**src/rtl/tlk2711_sat_cnt.sv**
```systemverilog
//==============================================================================
// Module      : tlk2711_sat_cnt
// Description : Saturating up-counter with synchronous clear. Clear wins over
//               a same-cycle increment.
// Ports       : clk, rst_n (sync, active-low), inc, clr, count[CNT_W-1:0]
// Revision    : 1.0 - initial release
//==============================================================================
`default_nettype none

module tlk2711_sat_cnt #(
    parameter int CNT_W = 16
) (
    input  logic             clk,
    input  logic             rst_n,
    input  logic             inc,
    input  logic             clr,
    output logic [CNT_W-1:0] count
);

    always_ff @(posedge clk) begin
        if (!rst_n || clr)
            count <= '0;
        else if (inc && count != {CNT_W{1'b1}})
            count <= count + CNT_W'(1);
    end

endmodule

`default_nettype wire

```
**config.mk**
```make
export PLATFORM = sky130hd
export DESIGN_NAME = tlk2711_sat_cnt
export DESIGN_NICKNAME = d
export VERILOG_FILES = /design/src/rtl/tlk2711_sat_cnt.sv
export SDC_FILE = /design/constraint.sdc
export NUM_CORES = 1
export LEC_CHECK = 0
export ABC_AREA = 1
export CORE_MARGIN = 5
export CORE_UTILIZATION = 30
export CTS_CLUSTER_DIAMETER = 150
export DETAILED_ROUTE_END_ITERATION = 8
export GPL_TIMING_DRIVEN = 1
export MAX_ROUTING_LAYER = met4
export PLACE_DENSITY_LB_ADDON = 0.12
export SLEW_MARGIN = 20
export SYNTH_ARGS = -nofsm -noshare
export SYNTH_HDL_FRONTEND = slang
export SYNTH_SLANG_ARGS = --single-unit
```
**constraint.sdc**
```tcl
create_clock -name clk -period 3.7 [get_ports clk]
set_input_delay 0.74 -clock clk [delete_from_list [all_inputs] [get_ports clk]]
set_output_delay 0.74 -clock clk [all_outputs]
set_load 0.03 [all_outputs]
```
# ---- After elaboration in Yosys (flattened, before gate mapping)
# Index checks and enable logic that the tools add are counted.
dict set report word_totals {
  reg_bits 16
  latchBits 0
  mem_bits_rw 0
  rom_bits 0
  in_bits 4
  out_inout_bits 16
  elab_cells 6
  memories 0
}
dict set report classes {
  addsub 1
  mul 0
  n_div 0
  order_cmp 0
  eq_ne 1
  n_shift 0
  n_mux 0
  bitwise_logic 0
  n_reduce_logical 3
}
# operator n
set ops {}
lappend ops {{16-bit by 1-bit adder with 16-bit output, second input constant} 1}
lappend ops {{16-bit != test, second input constant} 1}
lappend ops {{1-bit logical AND} 1}
lappend ops {{1-bit zero test} 1}
lappend ops {{1-bit logical OR} 1}

# ---- Depth between registers and ports, before layout
# Gate-level depths: netlist of run 1.
dict set report depth {
  depth_word 2
  mapped_depth 9
  ltp_nobuf 9
}

# ---- Worst setup path before layout of run 1
# No wires, ideal clock.
dict set report synth_timing {
  kind {register -> register}
  start {reg count[1]}
  end {reg count[13]}
  setup_time_ps 116
  arrival_ps 1474
  required_time_ps 3584
  setup_slack_ps 2110
  stages_incl_launch_ff 8
  path_buffers 1
  period_less_slack_ps 1590
  path_cell_list {dfxtp_1 -> ha_1 -> inv_1 -> nor2_4 -> nand4_4 -> buf_6 -> a21oi_1 -> nor2_1}
}
dict set report synth_via {
  elab_chain_len 2
  word_cells_on_any_way 3
  classes_between {add/sub: 1; eq/ne: 1; reduce/logical: 1}
}
# item line_no
set synth_lines {}
lappend synth_lines {{start, declared} 17} ;# output logic [CNT_W-1:0] count
lappend synth_lines {{start signal, assigned} 24} ;# count <= count + CNT_W'(1);
lappend synth_lines {{parallel branches: the longest is 2 deep, another holds 16-bit by 1-bit adder with 16-bit output} n/a}
# Several ways; the timed one is not identified.
# A chain may end at the register's enable or synchronous reset.

# ---- Final worst setup path of run 1
dict set report layout_timing {
  start {reg count[7]}
  end {out count[7]}
}
# No word-level cell between the ends.

==> metrics.yaml, run 1 <==
outcome:
  status: "complete, no violations"
floorplan:
  initial_utilization_pct: 31.5
  fp-row-count: 20
  die_area_um2: 4440
  io_pins: 20
  core_um2: 3050
  die_w_um: 66.6
  die_h_um: 66.6
routing:
  vias_per_cell: 4.55
  routed_wl_um: 2260
  wire_per_inst_um: 10.8
  drtIter0Drc: 33
  drc: 0
  postRouteAntennaNets: 0
  num_vias: 951
  drtPass1Iterations: 4
sta:
  finalMaxSlewViolations: 0
  whs_ps: 542
  max_freq_mhz: 455
  hold_viol_final: 0
  tightest_slew_ps: 603
  rsz0062_at_grt: "no"
  fin_skew_ps: 8.41
  fin_tns_setup_ps: 0
  setup-violations-final: 0
  slew_headroom_pct: 59.8
  layout_min_cycle_time_ps: 2200
  fin_crit_sh_pct: 59.4
power:
  irDropWorstVdd_uv: 105
  swShare_pct: 23.8
  power_uw: 287
  pwr-share-clk_pct: 32.6
  power_frac_comb_pct: 6.6
  p_leak_nw: 0.395
  p_switching_uw: 68.4
  powerDensity_nw_per_um2: 237
  p_int_uw: 218
  pwr-share-seq_pct: 60.8
placement:
  place.gp.congestion: 0.808
  place_inst: 206
  port_buffers: 19
  dpl.hpwl_um: 1710
  dpl_cell_area_um2: 1180
finish:
  fin_nets: 172
  largest_reg_flops: 16
  syn_to_final_growth_pct: 25.7
  fin_area_um2: 1210
  n_antenna_cell: 0
  reg_top3: "count: 16 flops"
  regMostFlops: "count"
  drive_above_1_share_pct: 10.9
  fin_cells: 209
grt:
  grt_usage_pct: 11.1
  grt_pass1_vias: 872
  grt_overflow: 0
  antenna_found_initial: 0
  grt_pass1_wl_um: 3800
  grt_max_degree: 16
setup_path:
  path_class: "reg -> out"
  crit_family: "buffers and inverters"
  worst-path-stages: 1
  worst-path-max-fanout: 7
  start_kind: "flip-flop"
  worst_setup_path_end_kind: "output port"
  required_ps: 2960
  slowest_delay_ps: 720
  critical_path_arrival_ps: 1460
  critPathSlowestCell: "clkdlybuf4s50_1"
  ff2ff_path_depth: 8
  critPathBufInv: 1
  path_cells: "clkdlybuf4s50_1"
logic_synthesis:
  ys_top_cells_by_count: "nand2_1, nor2_1, dfxtp_1"
  synth_top_area_share_pct: 33.3
  synth.most_common_cell: "nand2_1"
  syn_avg_cell_area_um2: 6.64
  yosys.area.top_type: "dfxtp_1"
  synth_area_leaders: "dfxtp_1, nand2_1, nor2_1"
  ys.flop_type: "dfxtp_1"
  synth_edf_count: 0
  yosysSeqAreaShare_pct: 33.3
  synthArstFlopShare_pct: 0
  synth_area_um2: 962
  synthCells: 145
  ys_ff_latch: 16
  ys_types: 19
  synth_fp_nets: 150
  ys.warnings.count: 0
hold_path:
  min_path_type: "reg -> reg"
  whs_path_depth: 2
run:
  max_cap_violations: 0
cts:
  clkLatencyLatePin_ps: 290
  cts_root_buf: "clkbuf_4"
  htree_levels: 1
  cts_tree: "done"
  path_clk_slew_ps: 100
  postCtsHoldBufs: 0
  ctsResizeCount: 0
  numCtsBuffers: 3
  clockBufferDepth: 2
  cts_setup_buffers: 0
  cts.sinks: 16
## path summary, 6_finish.rpt
check / to / slack, ps / startpoint
max: count[7] / 1500 / count[7]
min: count[15] / 540 / count[15]
max reg2reg: count[0] / 2140 / count[0]
min reg2reg: count[15] / 540 / count[15]
## cell usage in the layout (no fill, tap or decap), types with 2 or more instances in the layout
cell type / count
nand3_1: 11
a21oi_1: 10
o21ai_0: 2
nor3_1: 2
clkbuf_4: 3
nor2_1: 34
nand3_2: 2
inv_1: 10
nand4_1: 2
nand3b_1: 2
clkdlybuf4s50_1: 19
nand2_2: 4
nand2_1: 37
nor2_2: 2
dfxtp_1: 16
nor2_4: 5
## through the flow
step / util (%) / setup slack, ps
global placement: 38.8 / 1360
global route: 39.6 / 1440
finish: 39.6 / 1500
floorplan: - / 2110
CTS: 39.5 / 1470
detailed placement: 38.8 / 1310
## cell families after synthesis
| family | after synthesis | share of synthesized area, % |
|---|---|---|
| buffers and inverters | 12 | 6.24 |
| flip-flops | 16 | 33.3 |
| AND/OR/NAND/NOR | 102 | 51.1 |
| AO/OA/AOI/OAI | 13 | 7.15 |
| XOR/XNOR | 1 | 0.910 |
| adder cells (fa/ha/maj) | 1 | 1.30 |
## final cells by class
cell class	instances	area, µm²
clock buffers	3	22.5
fillers	362	1840
inverters	10	37.5
multi-input cells	117	584
flip-flops and latches	16	320
well taps	44	55.1
repair buffers	19	190
## layer usage
metal	share of wire, %	up-vias	track usage [%]
li1	-	508	-
met1	51	416	14.1
met2	44	25	17.7
met3	4.8	2	2.19
met4	0.66	0	3.81
met5	0	-	-
## power by group through the flow
stage	sequential (mW)	combinational [mW]	clock [mW]
2_1_floorplan	0.180	0.0101	0
3_3_place_gp	0.178	0.0186	0
3_5_place_dp	0.178	0.0187	0
4_1_cts	0.174	0.0188	0.0989
5_1_grt	0.175	0.0215	0.106
6_report	0.174	0.0189	0.0936
(Power assumes the default switching activity.)
==> run 2, diff against run 1 <==
Clock period 3.7 ns to 2.1 ns, I/O delays scaled along.
==> run 2 against run 1 <==
Against the previous run: register-to-register slack worse by 1600 ps; global-route usage about the same; final cell count up 0.48%; non-clock buffer count up 1; hold slack worse by 2.0 ps; setup slack worse by 1300 ps; clock power up 78%; combinational power up 84%; flip-flop and latch count unchanged; cell area up 0.41%; wire length down 1.1%; critical path type unchanged.
==> metrics.yaml, run 2 (same netlist as run 1, synthesis figures left out) <==
finish:
  reg_top3: "count: 16 flops"
  regMostFlops: "count"
  multi_input_area_um2: 582
  largest_reg_flops: 16
  n_antenna_cell: 0
  fin_util_pct: 39.8
  drive_above_1_share_pct: 10.8
  syn_to_final_growth_pct: 26.3
  seq_area_um2: 320
  fin_nets: 173
  fillers: 356
  fin_area_um2: 1210
  final_common_cell: "nand2_1"
  layout_common_cells: "nand2_1, nor2_1, clkdlybuf4s50_1"
cts:
  htree_levels: 1
  cts_root_buf: "clkbuf_4"
  cts_setup_buffers: 0
  path_clk_slew_ps: 100
  cts.sinks: 16
  clkLatencyLatePin_ps: 290
  ctsResizeCount: 0
  numCtsBuffers: 3
  clockBufferDepth: 2
  postCtsHoldBufs: 0
  cts_tree: "done"
power:
  powerDensity_nw_per_um2: 419
  irDropWorstVdd_uv: 203
  power_uw: 509
  p_leak_nw: 0.400
floorplan:
  fp-row-count: 20
  initial_utilization_pct: 31.5
  io_pins: 20
  die_h_um: 66.6
  die_w_um: 66.6
  die_area_um2: 4440
  core_um2: 3050
setup_path:
  path_cells: "clkdlybuf4s50_1"
  r2r_start: "count[0]"
  ff2ff_path_depth: 8
  r2r_slack_ps: 550
  worst-path-max-fanout: 7
  path_class: "reg -> out"
  r2r_end: "count[1]"
  required_ps: 1680
  slowest_delay_ps: 720
  endpoint: "count[7]"
  critical_path_arrival_ps: 1460
  worst_setup_path_end_kind: "output port"
  crit_family: "buffers and inverters"
  critPathBufInv: 1
  critPathSlowestCell: "clkdlybuf4s50_1"
  worst-path-stages: 1
  startpoint: "count[7]"
  start_kind: "flip-flop"
grt:
  grt_pass1_vias: 877
  grt_overflow: 0
  met2_usage_pct: 17.5
  grtUsageMet3_pct: 2.87
  use_met1_pct: 13.8
  grt_pass1_wl_um: 3730
  antenna_found_initial: 0
  grt_max_degree: 16
  grt_usage_pct: 11.1
  grt.busiest_layer: "met2"
sta:
  fin_crit_sh_pct: 89.3
  rsz0062_at_grt: "no"
  whs_ps: 540
  max_freq_mhz: 533
  tightest_slew_ps: 313
  layout_min_cycle_time_ps: 1880
  slew_headroom_pct: 79.0
  hold_viol_final: 0
  finalMaxSlewViolations: 0
  fin_skew_ps: 4.16
  fin_tns_setup_ps: 0
  setup-violations-final: 0
placement:
  dpl_cell_area_um2: 1190
  dpl.hpwl_um: 1740
  port_buffers: 19
  place.gp.congestion: 0.860
outcome:
  status: "complete, no violations"
routing:
  postRouteAntennaNets: 0
  drtPass1Iterations: 4
  wire_per_inst_um: 10.6
  num_vias: 949
  routed_wl_um: 2240
  drc: 0
  vias_per_cell: 4.52
  drtIter0Drc: 28
run:
  max_cap_violations: 0
hold_path:
  min_path_type: "reg -> reg"
[run 2: stage by stage]
stage,instances,setup WS [ps]
after floorplan,145,510
after global placement,207,403
after detailed placement,207,365
after CTS,210,209
after global routing,210,159
final,210,224
[run 2: worst min path at each step]
stage,start,to,slack [ps],cells after the start
2_1_floorplan,inc,count[11],620,3
3_3_place_gp,count[4],count[4],520,2
3_5_place_dp,count[4],count[4],530,2
4_1_cts,count[4],count[4],540,2
5_1_grt,count[15],count[15],590,2
6_report,count[4],count[4],540,2
[run 2: power breakdown]
group	internal [mW]	total, mW	switching (mW)
Clock	0.0666	0.167	0.100
Sequential	0.305	0.307	0.00233
Combinational	0.0145	0.0348	0.0203
Total	0.386	0.509	0.123
[run 2: area by class of cell]
| type | instances | share of cell area (%) |
|---|---|---|
| Tap cell | 44 | 4.53 |
| Timing Repair Buffer | 20 | 16.3 |
| Clock buffer | 3 | 1.85 |
| Inverter | 10 | 3.09 |
| Sequential cell | 16 | 26.4 |
| Multi-Input combinational cell | 117 | 47.9 |
[run 2: tightest hold or removal path, stage by stage (launching register included)]
cell and delay (ps):
dfxtp_1 360, nand2_1 80, a21oi_1 60
[run 2: routing by layer]
layer / up-vias / share of wire [%] / routed length [µm]
met5: - / 0 / 0
met4: 0 / 1.3 / 28
met3: 4 / 4.0 / 89
met2: 13 / 44 / 990
met1: 420 / 50 / 1130
li1: 512 / - / -
==> run 3, diff against run 2 <==
Settings changed: CORE_UTILIZATION 30 to 35, GPL_TIMING_DRIVEN 1 to 0.
==> run 3 against run 2 <==
Against the previous run: clock power barely moved; final cell count decreased by 5.7%; register-to-register slack got worse by 40 ps; total power about the same; highest routed layer unchanged; critical path type unchanged; combinational power increased by 2%; critical endpoint is now count[11]; fmax fell by 0.48%; cell area down 0.10%; flip-flop and latch count unchanged; via count grew 2.3%; non-clock buffer count up 1; sequential share of layout area hardly changed.
==> metrics.yaml, run 3 (same netlist as run 1, synthesis figures left out) <==
sta:
  fin_crit_sh_pct: 89.8
  tightest_slew_ps: 402
  slew_headroom_pct: 73.1
  setup-violations-final: 0
  hold_viol_final: 0
  fin_tns_setup_ps: 0
  fin_skew_ps: 3.19
  max_freq_mhz: 531
  finalMaxSlewViolations: 0
  rsz0062_at_grt: "no"
  layout_min_cycle_time_ps: 1880
power:
  powerDensity_nw_per_um2: 419
  p_leak_nw: 0.407
  irDropWorstVdd_uv: 295
cts:
  cts_root_buf: "clkbuf_4"
  cts.sinks: 16
  postCtsHoldBufs: 0
  numCtsBuffers: 3
  cts_tree: "done"
  ctsResizeCount: 0
  cts_setup_buffers: 0
  clockBufferDepth: 2
  htree_levels: 1
  path_clk_slew_ps: 90
  clkLatencyLatePin_ps: 290
finish:
  reg_top3: "count: 16 flops"
  layout_common_cells: "nand2_1, nor2_1, clkdlybuf4s50_1"
  largest_reg_flops: 16
  n_antenna_cell: 0
  drive_above_1_share_pct: 11.4
  fin_nets: 174
  fillers: 299
  fin_area_um2: 1210
  final_common_cell: "nand2_1"
  regMostFlops: "count"
  syn_to_final_growth_pct: 26.1
setup_path:
  crit_family: "buffers and inverters"
  start_kind: "flip-flop"
  slowest_delay_ps: 720
  path_class: "reg -> out"
  critical_path_arrival_ps: 1460
  worst-path-max-fanout: 6
  required_ps: 1680
  critPathBufInv: 1
  path_cells: "clkdlybuf4s50_1"
  critPathSlowestCell: "clkdlybuf4s50_1"
  worst_setup_path_end_kind: "output port"
placement:
  port_buffers: 19
  dpl_cell_area_um2: 1190
  dpl.hpwl_um: 1740
  place.gp.congestion: 0.809
grt:
  grt_usage_pct: 13.0
  grt_pass1_vias: 891
  grt_pass1_wl_um: 4020
  grt_max_degree: 11
  antenna_found_initial: 0
  grt_overflow: 0
floorplan:
  die_w_um: 62.4
  initial_utilization_pct: 35.8
  die_area_um2: 3900
  fp-row-count: 19
  die_h_um: 62.4
  core_um2: 2690
  io_pins: 20
routing:
  drc: 0
  drtIter0Drc: 18
  wire_per_inst_um: 11.5
  postRouteAntennaNets: 0
  vias_per_cell: 4.90
  routed_wl_um: 2270
  drtPass1Iterations: 4
  num_vias: 971
outcome:
  status: "complete, no violations"
hold_path:
  min_path_type: "reg -> reg"
run:
  max_cap_violations: 0
-- run 3: cell types whose count changed in the layout (fill, tap and decap cells not counted) --
cell | before | now
buf_4 | 1 | 0
buf_6 | 0 | 2
-- run 3: area by class of cell --
cell class              count  area, µm²  share of cell area (%)
multi-input cells         117        582                    47.9
flip-flops and latches     16        320                    26.4
repair buffers             19        190                    15.7
well taps                  31       38.8                    3.20
inverters                  10       37.5                    3.09
clock buffers               3       22.5                    1.86
plain buffers               2       22.5                    1.86
-- run 3: final timing paths --
path | from | end | slack [ps] | depth (start not counted)
max reg2reg | count[0] | count[1] | 510 | 8
min reg2reg | count[5] | count[5] | 540 | 2
min | count[5] | count[5] | 540 | 2
max | count[11] | count[11] | 220 | 1
-- run 3: layer usage --
layer,vias to the layer above,global-route usage [%],wire length (µm)
met5,-,-,0
met4,0,6.37,48
met3,5,3.78,112
met2,16,18.1,968
met1,439,17.0,1140
li1,511,-,-
-- run 3: power breakdown --
group	switching (mW)	total [mW]	internal [mW]	leakage, nW
logic	0.0205	0.0356	0.0151	0.264
clock network	0.0994	0.166	0.0668	0.0138
registers	0.00237	0.307	0.305	0.129
total	0.122	0.509	0.387	0.407
-- run 3: stage by stage --
stage | power, mW | std cells | setup WS (ps) | hold WS (ps) | utilization (%)
after floorplan | 0.335 | 145 | 510 | 618 | -
after global placement | 0.349 | 195 | 348 | 512 | 44.3
after detailed placement | 0.350 | 195 | 322 | 528 | 44.3
after CTS | 0.519 | 198 | 213 | 542 | 45.2
after global routing | 0.538 | 198 | 140 | 586 | 45.2
final | 0.509 | 198 | 215 | 541 | 45.2
